===== config.mk =====
export PLATFORM = sky130hd
export DESIGN_NAME = udt_ctrl_classifier
export DESIGN_NICKNAME = d
export VERILOG_FILES = /design/src/rtl/udt_ctrl_classifier.sv
export SDC_FILE = /design/constraint.sdc
export NUM_CORES = 1
export LEC_CHECK = 0
export ABC_AREA = 1
export BUFFER_PORTS_ARGS = -buffer_cell sky130_fd_sc_hd__buf_4
export CORE_ASPECT_RATIO = 2
export CORE_UTILIZATION = 52
export CTS_CLUSTER_DIAMETER = 100
export DETAILED_ROUTE_END_ITERATION = 8
export PLACE_DENSITY_LB_ADDON = 0.3
export RECOVER_POWER = 50
export SKIP_CTS_REPAIR_TIMING = 1
export SLEW_MARGIN = 20
export SYNTH_ARGS = -nofsm -noshare
export SYNTH_HDL_FRONTEND = slang
export SYNTH_SLANG_ARGS = --single-unit

===== constraint.sdc =====
create_clock -name core_clk -period 5.3 [get_ports core_clk]
set_input_delay 0.53 -clock core_clk [delete_from_list [all_inputs] [get_ports core_clk]]
set_output_delay 0.53 -clock core_clk [all_outputs]
set_load 0.02 [all_outputs]

===== src/rtl/udt_ctrl_classifier.sv =====
`default_nettype none
// ============================================================================
// Module   : udt_ctrl_classifier
// Brief    : Decodes the UDT header on beat 0 and steers packets to the data,
//            control, handshake (store-and-forward) or shutdown paths.
//            Optional counters enabled by macro UDT_CLS_STATS_EN.
// Revision : 1.0 - initial release
// ============================================================================
module udt_ctrl_classifier #(
  parameter int HS_BEATS = 8
) (
  input  logic        core_clk,
  input  logic        core_rst_n,
  input  logic [63:0] s_tdata,
  input  logic [7:0]  s_tkeep,
  input  logic        s_tvalid,
  output logic        s_tready,
  input  logic        s_tlast,
  output logic [63:0] handshake_tdata,
  output logic [7:0]  handshake_tkeep,
  output logic        handshake_tvalid,
  input  logic        handshake_tready,
  output logic        handshake_tlast,
  output logic        close_tvalid,
  input  logic        close_tready,
  output logic [63:0] ctrl_tdata,
  output logic [7:0]  ctrl_tkeep,
  output logic        ctrl_tvalid,
  input  logic        ctrl_tready,
  output logic        ctrl_tlast,
  output logic [63:0] data_tdata,
  output logic [7:0]  data_tkeep,
  output logic        data_tvalid,
  input  logic        data_tready,
  output logic        data_tlast,
  output logic [31:0] rx_pkt_cnt,
  output logic [15:0] hs_drop_cnt
);

  localparam int C_CNT_W = $clog2(HS_BEATS + 1);
  localparam int C_PTR_W = (HS_BEATS > 1) ? $clog2(HS_BEATS) : 1;

  typedef enum logic [2:0] {
    ST_IDLE      = 3'd0,
    ST_CUT_DATA  = 3'd1,
    ST_CUT_CTRL  = 3'd2,
    ST_HS_FILL   = 3'd3,
    ST_SHUT_SINK = 3'd4,
    ST_DROP      = 3'd5
  } state_t;

  typedef enum logic [1:0] {
    RT_DATA = 2'd0,
    RT_HS   = 2'd1,
    RT_SHUT = 2'd2,
    RT_CTRL = 2'd3
  } route_t;

  state_t                 r_state;
  state_t                 w_next;
  route_t                 w_route;
  logic                   w_s_ready;
  logic                   w_s_fire;
  logic                   w_data_sel;
  logic                   w_ctrl_sel;
  logic                   w_hs_wr;
  logic                   w_hs_beat;
  logic                   w_shut_beat;

  logic [71:0]            r_hs_mem [HS_BEATS];
  logic [C_CNT_W-1:0]     r_fill_cnt;
  logic                   r_keep_ok;
  logic                   r_hs_busy;
  logic [C_PTR_W-1:0]     r_rd_ptr;
  logic                   r_close;

  logic [C_CNT_W-1:0]     w_fill_idx;
  logic                   w_keep_ok;
  logic                   w_hs_good;
  logic                   w_hs_end;
  logic                   w_hs_commit;
  logic                   w_shut_end;
  logic                   w_hs_out_fire;
  logic                   w_hs_out_last;

  always_comb begin
    w_route = RT_CTRL;
    if (!s_tdata[63])
      w_route = RT_DATA;
    else if (s_tdata[62:48] == 15'd0)
      w_route = RT_HS;
    else if (s_tdata[62:48] == 15'd5)
      w_route = RT_SHUT;
  end

  always_ff @(posedge core_clk) begin
    if (!core_rst_n)
      r_state <= ST_IDLE;
    else
      r_state <= w_next;
  end

  always_comb begin
    w_next      = r_state;
    w_s_ready   = 1'b0;
    w_data_sel  = 1'b0;
    w_ctrl_sel  = 1'b0;
    w_hs_wr     = 1'b0;
    w_hs_beat   = 1'b0;
    w_shut_beat = 1'b0;
    case (r_state)
      ST_IDLE: begin
        case (w_route)
          RT_DATA: begin
            w_data_sel = 1'b1;
            w_s_ready  = data_tready;
          end
          RT_CTRL: begin
            w_ctrl_sel = 1'b1;
            w_s_ready  = ctrl_tready;
          end
          RT_HS: begin
            w_s_ready = 1'b1;
            w_hs_beat = 1'b1;
            w_hs_wr   = !r_hs_busy;
          end
          default: begin
            w_s_ready   = 1'b1;
            w_shut_beat = 1'b1;
          end
        endcase
        // Single-beat packets finish in IDLE; longer ones move to their path.
        if (s_tvalid && w_s_ready && !s_tlast) begin
          case (w_route)
            RT_DATA: w_next = ST_CUT_DATA;
            RT_CTRL: w_next = ST_CUT_CTRL;
            RT_HS:   w_next = r_hs_busy ? ST_DROP : ST_HS_FILL;
            default: w_next = ST_SHUT_SINK;
          endcase
        end
      end
      ST_CUT_DATA: begin
        w_data_sel = 1'b1;
        w_s_ready  = data_tready;
      end
      ST_CUT_CTRL: begin
        w_ctrl_sel = 1'b1;
        w_s_ready  = ctrl_tready;
      end
      ST_HS_FILL: begin
        w_s_ready = 1'b1;
        w_hs_beat = 1'b1;
        w_hs_wr   = 1'b1;
      end
      ST_SHUT_SINK: begin
        w_s_ready   = 1'b1;
        w_shut_beat = 1'b1;
      end
      ST_DROP: begin
        w_s_ready = 1'b1;
        w_hs_beat = 1'b1;
      end
      default: w_next = ST_IDLE;
    endcase
    if (r_state != ST_IDLE && s_tvalid && w_s_ready && s_tlast)
      w_next = ST_IDLE;
  end

  assign s_tready    = core_rst_n & w_s_ready;
  assign w_s_fire    = s_tvalid & s_tready;

  assign data_tdata  = s_tdata;
  assign data_tkeep  = s_tkeep;
  assign data_tlast  = s_tlast;
  assign data_tvalid = core_rst_n & s_tvalid & w_data_sel;
  assign ctrl_tdata  = s_tdata;
  assign ctrl_tkeep  = s_tkeep;
  assign ctrl_tlast  = s_tlast;
  assign ctrl_tvalid = core_rst_n & s_tvalid & w_ctrl_sel;

  // Fill index saturates at HS_BEATS so oversize packets can never validate.
  assign w_fill_idx  = (r_state == ST_IDLE) ? '0 : r_fill_cnt;
  assign w_keep_ok   = ((r_state == ST_IDLE) ? 1'b1 : r_keep_ok) && (s_tkeep == 8'hFF);
  assign w_hs_good   = (w_fill_idx == C_CNT_W'(HS_BEATS - 1)) && w_keep_ok;
  assign w_hs_end    = w_s_fire && s_tlast && w_hs_beat;
  assign w_hs_commit = w_hs_end && w_hs_wr && w_hs_good;
  assign w_shut_end  = w_s_fire && s_tlast && w_shut_beat;

  always_ff @(posedge core_clk) begin
    if (w_s_fire && w_hs_wr && (w_fill_idx < C_CNT_W'(HS_BEATS)))
      r_hs_mem[w_fill_idx[C_PTR_W-1:0]] <= {s_tkeep, s_tdata};
  end

  always_ff @(posedge core_clk) begin
    if (!core_rst_n) begin
      r_fill_cnt <= '0;
      r_keep_ok  <= 1'b1;
    end else if (w_s_fire && w_hs_wr) begin
      r_fill_cnt <= (w_fill_idx == C_CNT_W'(HS_BEATS)) ? w_fill_idx : w_fill_idx + 1'b1;
      r_keep_ok  <= w_keep_ok;
    end
  end

  assign w_hs_out_last = (r_rd_ptr == C_PTR_W'(HS_BEATS - 1));
  assign w_hs_out_fire = r_hs_busy && handshake_tready;

  always_ff @(posedge core_clk) begin
    if (!core_rst_n) begin
      r_hs_busy <= 1'b0;
      r_rd_ptr  <= '0;
    end else if (w_hs_commit) begin
      r_hs_busy <= 1'b1;
      r_rd_ptr  <= '0;
    end else if (w_hs_out_fire) begin
      if (w_hs_out_last) begin
        r_hs_busy <= 1'b0;
        r_rd_ptr  <= '0;
      end else begin
        r_rd_ptr  <= r_rd_ptr + 1'b1;
      end
    end
  end

  assign handshake_tvalid = r_hs_busy;
  assign handshake_tdata  = r_hs_mem[r_rd_ptr][63:0];
  assign handshake_tkeep  = r_hs_mem[r_rd_ptr][71:64];
  assign handshake_tlast  = w_hs_out_last;

  // A shutdown arriving while one is pending simply keeps the flag set.
  always_ff @(posedge core_clk) begin
    if (!core_rst_n)
      r_close <= 1'b0;
    else if (w_shut_end)
      r_close <= 1'b1;
    else if (close_tready)
      r_close <= 1'b0;
  end

  assign close_tvalid = r_close;

`ifdef UDT_CLS_STATS_EN
  logic [31:0] r_rx_cnt;
  logic [15:0] r_drop_cnt;
  logic        w_hs_drop;

  assign w_hs_drop = w_hs_end && !w_hs_commit;

  always_ff @(posedge core_clk) begin
    if (!core_rst_n) begin
      r_rx_cnt   <= '0;
      r_drop_cnt <= '0;
    end else begin
      if (w_s_fire && s_tlast)
        r_rx_cnt <= r_rx_cnt + 32'd1;
      if (w_hs_drop && (r_drop_cnt != 16'hFFFF))
        r_drop_cnt <= r_drop_cnt + 16'd1;
    end
  end

  assign rx_pkt_cnt  = r_rx_cnt;
  assign hs_drop_cnt = r_drop_cnt;
`else
  assign rx_pkt_cnt  = '0;
  assign hs_drop_cnt = '0;
`endif

endmodule
`default_nettype wire


### Yosys cells after proc, flatten, opt, wreduce, memory -nomap -nowiden

Memories as Yosys holds them, arrays and structs flattened. A register that Yosys moved wholly into a read port is not among the register bits.
Cells that the tools add are included.

* bits of input ports: 80
* output and inout port bits: 272
* RAM bits: 576
* register bits after elaboration: 13
* memories: 1

Memory list
* r_hs_mem: words 8, bits a word 72, read ports 1, clocked after memory_dff 1, write ports 1, RTL line 70 `logic [71:0] r_hs_mem [HS_BEATS];`

* equal/unequal tests: 13
* bitwise gates (word level): 7
* add/subtract/negate cells: 2
* reduce and logical (&&, ||, !) cells: 32
* muxes and demuxes: 33
* magnitude comparators: 1

Operators with widths (count)
* equality test 15 x 3 -> 1 bit (second input constant): 1
* logical AND 1 bit: 15
* logical NOT 15 bit: 1
* two-way mux 1 bit: 15
* two-way mux 3 bit: 5
* one-hot mux 1 bit (2 select lines): 6
* equality test 3 bit (second input constant): 3
* one-hot mux 3 bit (3 select lines): 1
* equality test 8 bit (second input constant): 1
* two-way mux 4 bit: 2
* equality test 3 x 2 -> 1 bit (second input constant): 2
* one-hot mux 3 bit (2 select lines): 1
* nonzero test 2 bit: 3
* OR reduction 2 bit: 3
* OR reduction 3 bit: 2
* AND 1 bit: 5
* OR reduction 5 bit: 1
* adder 4 x 1 -> 4 bit (second input constant): 1
* equality test 4 x 3 -> 1 bit (second input constant): 1
* equality test 4 bit (second input constant): 1
* less-than comparator 4 bit (second input constant): 1
* two-way mux 2 bit: 2
* one-hot mux 1 bit (4 select lines): 1
* AND reduction 2 bit: 2
* other kinds (10): 12

### Logic depth before layout (Yosys ltp)

Gate-level depths: netlist of the first run.

* word-level depth: 16
* mapped depth: 17
* mapped depth without buffers: 17

### Worst setup path before layout of the first run

OpenSTA, ideal clock, no wires.

* kind: in2reg
* from: in s_tdata[61]
* to: mem r_hs_mem[0][0] (enable)
* stages: 17
* slack: -0.215 ns
* arrival time: 5.011 ns
* required time: 4.797 ns
* path through: nor2_1 -> nand2_1 -> nor2_1 -> nand2_1 -> nand2_1 -> inv_1 -> ha_1 -> inv_1 -> nand3_1 -> nand2_2 -> nand2_2 -> nand3_2 -> inv_2 -> nand2_4 -> nor2_4 -> inv_1 -> nor2_1

* cells in the longest elaborated chain, start to end: 14

Ends and longest elaborated chain
* start, declared: RTL line 14 `input logic [63:0] s_tdata,`
* equality test 15 x 3 -> 1 bit: RTL line 92 `else if (s_tdata[62:48] == 15'd5)`
* two-way mux 1 bit: RTL line 92
* two-way mux 2 bit *: RTL line 90 `else if (s_tdata[62:48] == 15'd0)`
* two-way mux 2 bit *: RTL line 88 `if (!s_tdata[63])`
* equality test 2 bit or logical NOT 2 bit (tied branches): RTL line 113 `case (w_route)`
* one-hot mux 1 bit (2 select lines): RTL line 113
* two-way mux 1 bit: RTL line 111 `case (r_state)`
* one-hot mux 1 bit (4 select lines): RTL line 111
* AND 1 bit: RTL line 169 `assign s_tready = core_rst_n & w_s_ready;`
* AND 1 bit: RTL line 170 `assign w_s_fire = s_tvalid & s_tready;`
* logical AND 1 bit * (2 in a row): RTL line 190 `if (w_s_fire && w_hs_wr && (w_fill_idx < C_CNT_W'(HS_BEATS)))`
* two-way mux 1 bit *: RTL line 190
* two-way mux 1 bit (implied by the code) *: RTL line 191 `r_hs_mem[w_fill_idx[C_PTR_W-1:0]] <= {s_tkeep, s_tdata};`
* end, declared: RTL line 70

Mark *: on every way between the ends. The rest lies on a longest branch, timed or not. The select of a mux whose other input is x is not followed.

==> results of run 1 <==
## final timing paths
| check | depth (start not counted) | slack, ns | startpoint | endpoint |
|---|---|---|---|---|
| worst max-delay path | 7 | 1.12 | flop | handshake_tdata[9] |
| worst min-delay path | 2 | 0.21 | core_rst_n | r_keep_ok |
| worst max register to register | 12 | 2.42 | r_state[1] | r_hs_mem[0][33] |
| worst min register to register | 2 | 0.50 | r_fill_cnt[3] | r_fill_cnt[3] |
## stage by stage
step / worst slack, ns / setup TNS (ns) / hold WS, ns
after global routing: 0.896 / 0 / 0.210
final: 1.12 / 0 / 0.214
after floorplan: -0.215 / -92.68 / 0.443
after CTS: 1.18 / 0 / 0.179
after detailed placement: 1.32 / 0 / 0.475
after global placement: 1.34 / 0 / 0.464
## sequential cells by signal, summed over array words and instances (netlist names), named ones only
signal	cells
r_hs_mem	576
r_fill_cnt	4
r_keep_ok	1
handshake_tvalid	1
r_rd_ptr	3
close_tvalid	1
r_state	3
## critical path: stages, from the launching register on
cell and delay, ns:
dfxtp_4 0.78, clkinv_8 0.76, buf_4 0.52, o21ai_0 0.22, o22ai_1 0.09, nor2_1 0.20
a31oi_1 0.14, buf_4 0.26
## logic make-up (layout without fill, tap and decap cells)
kind of cell    after synthesis  after routing  share of synthesized area [%]
simple gates                622            622                           9.90
flops                       592            592                           71.4
compound gates              450            450                           9.90
buf+inv                     335            444                           8.43
fa+ha+maj                     6              6                          0.304
mux                           2              2                         0.0912
other cells                   1             49                         0.0152
## layer usage
layer / GRT usage [%] / wire (microns) / vias up
met5: 0 / 0 / -
met4: 9.60 / 1880 / 0
met3: 2.58 / 3450 / 114
met2: 42.2 / 30100 / 700
met1: 27.1 / 20700 / 7609
li1: - / - / 7158
## cells in the mapped netlist (2+ instances only)
cell type,n,area (sq um)
mux2_2,2,22.5
dfxtp_1,16,320
inv_1,24,90.1
nor2_1,542,2030
nand4_1,3,18.8
nor3_1,2,10.0
nor2_4,2,22.5
clkbuf_1,64,240
inv_2,4,15.0
ha_1,6,75.1
nand3_1,18,90.1
o211ai_1,2,15.0
buf_4,205,1540
a21oi_1,10,50.1
a31oi_1,72,450
nand2_1,45,169
o21ai_0,277,1390
nand2_2,6,37.5
buf_2,24,120
o22ai_1,72,450
o21ai_1,14,70.1
buf_6,2,22.5
buf_1,8,30.0
edfxtp_1,576,17300
## placed cells by master, fill, tap and decap left out, types with 8 or more instances in the layout
cell,synthesis,final
edfxtp_1,576,576
nor2_1,542,534
o21ai_0,277,277
clkbuf_1,64,202
buf_4,205,124
o22ai_1,72,72
a31oi_1,72,72
clkbuf_16,0,50
conb_1,1,48
nand2_1,45,45
inv_1,24,24
nand3_1,18,18
o21ai_1,14,14
dfxtp_1,16,14
clkinv_1,1,13
a21oi_1,10,10
nor2_4,2,10
buf_12,0,8
## power groups by stage
stage / Sequential [uW] / Combinational [uW] / Clock, uW
after global routing: 5130 / 343 / 3640
after global placement: 5230 / 380 / 0
after detailed placement: 5230 / 385 / 0
after CTS: 5130 / 385 / 3480
final: 5130 / 318 / 3440
after floorplan: 5240 / 259 / 0
## area by class of cell
class	instances	area, sq um
multi-input cells	1128	5230
clock buffers	65	1360
repair buffers	324	1810
clock inverters	24	168
fillers	3810	19700
well taps	627	785
diodes	1	2.50
flip-flops and latches	592	17600
inverters	31	139
==> flow_summary_export.csv, run 1 <==
group,metric,value,unit
synth,synthDistinctLibCells,36,
global_routing,grt_pass1_vias,15000,
layout,nets,2211,
drt,drc,0,
drt,firstDrtPassIters,6,
synth,synth_edf_count,576,
power_and_ir_drop,powerDensity,328,nW/um^2
global_routing,grt_max_degree,219,
power_and_ir_drop,leakagePower,0.00913,uW
placement,place_area,26300,sq um
placement,hpwl,32900,microns
timing,period_needed,4.18,ns
synth,synthCells,2008,
synth,syn_area_per_cell,12.3,sq um
layout,fin_util,57.9,%
global_routing,grt_pass1_wl,83900,microns
drt,drt-initial-drc-count,1383,
power_and_ir_drop,p_comb_share,3.6,%
cts,cts_buffers,48,
flow_run,max_cap_violations,0,
drt,wl,56200,microns
critical_path,arrival,3.65,ns
power_and_ir_drop,vdd_drop_max,0.252,mV
critical_path,critical_path_class,"flop to primary output",
critical_path,cp-end-kind,"primary output",
synth,yosysWarnings,0,
global_routing,antenna_found_initial,1,
timing,finalHoldViolations,0,
cts,clock_sinks,592,
global_routing,grt-ovfl-total,0,
cts,clkTransAtPathRegs,0.07,ns
cts,cts_max_level,2,
drt,ant_nets,0,
power_and_ir_drop,pwr-share-clk,38.7,%
synth,synthesis.area,24700,sq um
power_and_ir_drop,p_total,8890,uW
synth,ys.flop_type,"edfxtp_1",
layout,final_cells,2792,
layout,final_area,27100,sq um
cts,insertion_delay,0.58,ns
layout,area_delta_synth_final,9.83,%
floorplan,core_area,46800,sq um
drt,vias,15600,
layout,layout-drive-gt1-share,10.6,%
critical_path,crit_fanout,218,
cts,cts_tree,"built",
timing,max_freq,0.239,GHz
timing,rsz0062_at_grt,"false",
timing,report.final.slew_viol_count,0,
status,status,"complete, no violations",
synth,synth_seq_cells,592,
worst_hold_path,worstHoldPathType,"input port to flop",
floorplan,die_w,156,microns
placement,port_buffers,303,
critical_path,cp.required,4.77,ns
critical_path,cp-start-kind,"flop",
power_and_ir_drop,seq_power_share,57.7,%
drt,wl_per_cell,20.1,microns
power_and_ir_drop,swShare,20.8,%
timing,finalCritPeriodShare,78.8,%
synth,async_reset_ff_share,0,%
global_routing,track_usage,23.0,%
power_and_ir_drop,p_int,7050,uW
placement,dpl.cell_count,2702,
drt,viasPerCell,5.58,
floorplan,io_pins,352,
placement,gp_congestion,0.887,
floorplan,floorplan.initialDensity,52.7,%
cts,root_buffer,"clkbuf_16",
cts,cts.path.max_buffers,3,
synth,ys_seq_area_share,71.4,%
power_and_ir_drop,p_switching,1850,uW
floorplan,die_h,310,microns
floorplan,die-area,48400,sq um
timing,fin_skew,0.0272,ns
floorplan,rows,112,
timing,worst_pin_slew,1.05,ns
timing,setup_violations,0,
timing,relSlewSlack,29.9,%
(Power assumes the default switching activity.)
==> run 2, diff against run 1 <==
CORE_UTILIZATION = 57   (was 52)
clock period = 3.9 ns   (was 5.3 ns; I/O delays follow)
==> run 2 against run 1 <==
Against the previous run:
- count of clock-buffer cells in the layout down 10
- register-to-register slack worse by 1.0 ns
- total power rose by 38%
- non-clock buffer count is 14 higher
- combinational power up 35%
- via count rose by 0.35%
- utilization increased by 5.9 points
- sequential share of layout area down 0.35 points
- highest routed layer unchanged
- die area down 8.7%
- largest power group unchanged
- critical path depth unchanged
==> flow_summary_export.csv, run 2 (synthesis results as in run 1) <==
group,metric,value,unit
status,status,"complete, no violations",
critical_path,crit_top_cell,"buf_4",
critical_path,slowest_stage,"inv_8",
power_and_ir_drop,p_int,9750,uW
timing,finalHoldViolations,0,
critical_path,cp-end-kind,"primary output",
drt,ant_nets,0,
cts,clkTransAtPathRegs,0.07,ns
drt,viasPerCell,5.75,
drt,wl_per_cell,20.5,microns
critical_path,cp.required,3.51,ns
power_and_ir_drop,swShare,20.3,%
timing,rsz0062_at_grt,"false",
critical_path,regToRegEndpoint,"r_hs_mem[2][21]",
global_routing,antenna_found_initial,1,
power_and_ir_drop,leakagePower,0.00926,uW
critical_path,arrival,3.13,ns
global_routing,grt_pass1_wl,84000,microns
worst_hold_path,holdPathEnd,"r_keep_ok",
layout,layout_commonest_cell,"edfxtp_1",
layout,area_delta_synth_final,10.4,%
critical_path,cp-start-kind,"flop",
power_and_ir_drop,p_comb_share,3.5,%
layout,fillers,3284,
cts,insertion_delay,0.57,ns
drt,wl,55600,microns
timing,period_needed,3.52,ns
placement,gp_congestion,0.863,
cts,cts_buffers,48,
power_and_ir_drop,powerDensity,449,nW/um^2
global_routing,grt-ovfl-total,0,
timing,finalCritPeriodShare,90.3,%
power_and_ir_drop,pwr-share-clk,39.5,%
power_and_ir_drop,seq_power_share,57.0,%
cts,root_buffer,"clkbuf_16",
critical_path,r2r-start,"r_state[1]",
flow_run,max_cap_violations,0,
critical_path,critical_path_class,"flop to primary output",
timing,setup_violations,0,
floorplan,io_pins,352,
cts,cts_tree,"built",
worst_hold_path,whs_path_depth,2,
global_routing,track_usage,25.3,%
placement,dp_slack,0.412,ns
floorplan,die_h,296,microns
worst_hold_path,min-delay-start,"core_rst_n",
drt,firstDrtPassIters,5,
drt,vias,15600,
global_routing,grt_pass1_vias,15400,
critical_path,worstPathCellList,"inv_8, buf_4, o21ai_0, o22ai_1, nor2_1, a31oi_1, buf_4",
timing,setup_slack,0.380,ns
cts,cts.path.max_buffers,3,
timing,worst_pin_slew,0.992,ns
floorplan,rows,107,
critical_path,crit_fanout,148,
floorplan,floorplan.initialDensity,57.8,%
global_routing,grt_max_degree,149,
layout,largest_reg_flops,576,
critical_path,slowest_delay,0.64,ns
layout,nets,2225,
cts,clock_sinks,592,
layout,layout-drive-gt1-share,11.5,%
timing,report.final.slew_viol_count,0,
layout,seqCellArea,17600,sq um
layout,mostFrequentLayoutCells,"576 x edfxtp_1, 534 x nor2_1, 277 x o21ai_0",
critical_path,r2r_cells,10,
layout,final_area,27300,sq um
floorplan,die_w,149,microns
drt,drt-initial-drc-count,1075,
power_and_ir_drop,vdd_drop_max,0.389,mV
placement,hpwl,34600,microns
power_and_ir_drop,p_switching,2480,uW
timing,max_freq,0.284,GHz
layout,multiInputGateArea,5230,sq um
floorplan,core_area,42700,sq um
drt,drc,0,
timing,relSlewSlack,33.9,%
cts,cts_max_level,2,
placement,place_area,26400,sq um
critical_path,r2r_slack,1.40,ns
floorplan,die-area,44200,sq um
placement,port_buffers,303,
timing,fin_skew,0.0123,ns
worst_hold_path,worstHoldPathType,"input port to flop",
-- run 2: cell types whose count changed in the layout (fill, tap and decap cells not counted), moves of 2 or more --
| cell | before | now |
|---|---|---|
| clkinv_8 | 2 | 0 |
| bufinv_16 | 1 | 6 |
| clkinv_1 | 13 | 6 |
| clkinv_2 | 4 | 13 |
| inv_6 | 1 | 3 |
| clkbuf_1 | 202 | 198 |
| clkbuf_8 | 5 | 0 |
| buf_4 | 124 | 128 |
| buf_12 | 8 | 18 |
-- run 2: worst max-delay path: cells and delay by family (launching register included) --
kind                   cells  cell delay, ns
AOI/OAI and AO/OA          3            0.53
DFF                        1            0.53
buffers and inverters      3            1.32
and+or+nand+nor            1            0.06
-- run 2: worst max-delay path by stage --
stage,start,to,slack [ns],cells after the start
floorplan,s_tdata[61],r_hs_mem[7][0],-0.27,17
global route,flop,handshake_tdata[30],0.12,7
detailed placement,s_tdata[49],r_hs_mem[4][49],0.41,19
CTS,flop,handshake_tdata[30],0.35,7
global placement,s_tdata[49],r_hs_mem[4][49],0.41,19
finish,flop,handshake_tdata[30],0.38,7
-- run 2: per-layer routing --
layer	global-route usage [%]	up-vias	share of wire, %
li1	-	7179	-
met1	27.6	7655	35
met2	48.4	671	56
met3	2.53	130	5.2
met4	11.7	0	4.2
met5	0	-	0
-- run 2: power groups by stage --
stage,Clock [uW],Combinational (uW),Sequential [uW]
2_1_floorplan,0,352,7110
3_3_place_gp,0,510,7110
3_5_place_dp,0,519,7110
4_1_cts,4870,520,6970
5_1_grt,5090,464,6970
6_report,4830,429,6970
-- run 2: area by class of cell --
type	instances	share of cell area, %
antenna	1	0.00918
clock buffer	55	4.58
clock inverter	29	1.11
inverter	31	0.491
multi-input combinational	1128	19.2
sequential	592	64.7
tap	545	2.50
timing repair buffer	338	7.49
-- run 2: stage by stage --
stage          instances  TNS, ns  utilization [%]  total power [uW]  hold WS, ns
2_1_floorplan       2055  -153.94                -              7470        0.443
3_3_place_gp        2634        0             61.9              7620        0.473
3_5_place_dp        2634        0             61.9              7630        0.475
4_1_cts             2718        0             65.5             12400       0.0551
5_1_grt             2719        0             63.8             12500       0.0667
6_report            2719        0             63.8             12200       0.0786
==> run 3, diff against run 2 <==
ABC_AREA = not set   (was 1)
CORE_ASPECT_RATIO = not set   (was 2)
==> run 3 against run 2 <==
Against the previous run:
- final cell count shrank 28%
- flip-flop and latch count stayed put
- area after synthesis fell by 2.4%
- largest cell class unchanged
==> flow_summary_export.csv, run 3 <==
group,metric,value,unit
layout,antenna_cells,0,
placement,gp_congestion,0.839,
global_routing,grt_util_met2,37.2,%
worst_hold_path,min-delay-start,"handshake_tready",
critical_path,crit_fanout,25,
cts,clkTransAtPathRegs,0.06,ns
critical_path,cp-start-kind,"input port",
global_routing,met3_usage,3.10,%
synth,synth_edf_count,576,
critical_path,critical_path_class,"input port to flop",
synth,synth_seq_cells,592,
layout,multiInputGateArea,5100,sq um
timing,rsz0062_at_grt,"false",
floorplan,die_w,208,microns
global_routing,met1_usage,32.0,%
floorplan,die-area,43100,sq um
drt,viasPerCell,5.86,
drt,vias,11400,
power_and_ir_drop,leakagePower,0.00853,uW
cts,clock_sinks,592,
layout,largest_reg_flops,576,
cts,cts.path.max_buffers,3,
placement,hpwl,28200,microns
worst_hold_path,holdPathEnd,"handshake_tvalid",
critical_path,r2r-start,"r_state[2]",
layout,fillers,2775,
floorplan,core_area,41300,sq um
timing,relSlewSlack,38.4,%
cts,cts_max_level,2,
critical_path,cp-end-kind,"flop",
status,status,"complete, no violations",
floorplan,io_pins,352,
global_routing,grt_max_degree,61,
cts,root_buffer,"clkbuf_16",
global_routing,grt_pass1_wl,71800,microns
timing,finalCritPeriodShare,89.0,%
timing,finalHoldViolations,0,
synth,async_reset_ff_share,0,%
layout,layout-drive-gt1-share,32.3,%
floorplan,die_h,208,microns
synth,synthDistinctLibCells,48,
layout,area_delta_synth_final,12.5,%
placement,port_buffers,303,
floorplan,rows,74,
power_and_ir_drop,powerDensity,461,nW/um^2
power_and_ir_drop,p_int,9950,uW
drt,drc,0,
timing,fin_skew,0.0154,ns
placement,dpl.cell_count,1844,
global_routing,track_usage,22.5,%
synth,ys_seq_area_share,73.1,%
global_routing,antenna_found_initial,0,
power_and_ir_drop,vdd_drop_max,0.313,mV
floorplan,floorplan.initialDensity,58.3,%
synth,ys.flop_type,"edfxtp_1",
drt,ant_nets,0,
cts,insertion_delay,0.57,ns
synth,netlist.area_leader.share,71.8,%
synth,synthCells,1173,
critical_path,r2r_cells,6,
critical_path,cp.required,4.11,ns
drt,drt-initial-drc-count,1070,
synth,synth_commonest_cells,"576 x edfxtp_1, 194 x buf_4, 144 x mux4_2",
critical_path,r2r_slack,1.05,ns
critical_path,regToRegEndpoint,"r_hs_mem[3][0]",
drt,wl,48600,microns
worst_hold_path,worstHoldPathType,"input port to flop",
layout,final_cells,1946,
synth,yosys.area.top_type,"edfxtp_1",
power_and_ir_drop,pwr-share-clk,40.8,%
timing,max_freq,0.288,GHz
layout,seqCellArea,17600,sq um
timing,report.final.slew_viol_count,0,
timing,setup_violations,0,
layout,nets,1455,
timing,worst_pin_slew,0.917,ns
global_routing,busiest_layer,"met2",
power_and_ir_drop,seq_power_share,55.9,%
cts,cts_tree,"built",
power_and_ir_drop,p_switching,2530,uW
synth,syn_area_per_cell,20.5,sq um
critical_path,arrival,3.68,ns
synth,synthTopCellsByArea,"edfxtp_1 72%, mux4_2 13%, buf_4 6.0%",
power_and_ir_drop,p_comb_share,3.3,%
flow_run,max_cap_violations,0,
global_routing,grt_pass1_vias,11400,
timing,setup_slack,0.429,ns
drt,firstDrtPassIters,5,
synth,yosysWarnings,0,
placement,dp_slack,0.0913,ns
layout,layout_commonest_cell,"edfxtp_1",
layout,fin_util,65.6,%
synth,synth_most_common_cell,"edfxtp_1",
global_routing,grt-ovfl-total,0,
synth,synthesis.area,24100,sq um
layout,mostFrequentLayoutCells,"576 x edfxtp_1, 205 x clkbuf_1, 144 x mux4_2",
cts,cts_buffers,55,
power_and_ir_drop,swShare,20.3,%
worst_hold_path,whs_path_depth,4,
drt,wl_per_cell,25.0,microns
timing,period_needed,3.47,ns
==> run 3: per-stage QoR <==
| step | hold WS (ns) | total power (uW) | instance area (sq um) | setup TNS (ns) |
|---|---|---|---|---|
| 5_1_grt | 0.101 | 12800 | 27100 | 0 |
| 6_report | 0.104 | 12500 | 27100 | 0 |
| 4_1_cts | 0.0507 | 12600 | 27800 | 0 |
| 2_1_floorplan | 0.454 | 7450 | 24400 | -376.72 |
| 3_3_place_gp | 0.473 | 7600 | 26100 | 0 |
| 3_5_place_dp | 0.477 | 7610 | 26100 | 0 |
==> run 3: cell type report <==
type | count | share of cell area (%)
Clock buffer | 70 | 5.36
Clock inverter | 32 | 0.970
Inverter | 8 | 0.111
Multi-Input combinational cell | 378 | 18.8
Sequential cell | 592 | 65.1
Tap cell | 532 | 2.46
Timing Repair Buffer | 334 | 7.20
==> run 3: worst max-delay path by stage <==
stage                          end  depth (start not counted)  slack (ns)        start
global placement    r_hs_mem[3][4]                         11        0.13  s_tdata[57]
finish              r_hs_mem[3][0]                         11        0.43  s_tdata[56]
floorplan           r_hs_mem[4][0]                         10       -0.97  s_tdata[62]
global route        r_hs_mem[3][0]                         11        0.22  s_tdata[56]
CTS                       s_tready                         11        0.64  s_tdata[56]
detailed placement  r_hs_mem[3][8]                         11        0.09  s_tdata[56]
==> run 3: cell families after synthesis <==
logic type      count (synthesis)  share of synthesized area (%)
buf+inv                       250                           7.01
simple gates                   73                           1.55
mux                           218                           16.9
xor+xnor                        1                         0.0364
flops                         592                           73.1
other cells                     1                         0.0156
compound gates                 32                           1.03
fa+ha+maj                       6                          0.312
==> run 3: worst max-delay path, cell delays in order <==
cell	delay, ns
clkbuf_1	0.29
nor4_2	0.47
nand4_1	0.24
o31ai_2	0.33
inv_1	0.12
ha_1	0.30
a221oi_2	0.04
a211oi_1	0.30
nand3_1	0.39
nor3b_4	0.35
buf_4	0.43
==> run 3: power by group through the flow <==
stage / Clock (uW) / Sequential, uW / Combinational [uW]
6_report: 5090 / 6980 / 412
5_1_grt: 5370 / 6970 / 439
4_1_cts: 5170 / 6970 / 502
3_5_place_dp: 0 / 7110 / 500
3_3_place_gp: 0 / 7110 / 490
2_1_floorplan: 0 / 7110 / 338
==> run 3: per-layer routing <==
layer | wire length (microns) | part of all wire (%)
met5 | 0 | 0
met4 | 882 | 1.8
met3 | 3220 | 6.6
met2 | 24700 | 51
met1 | 19800 | 41
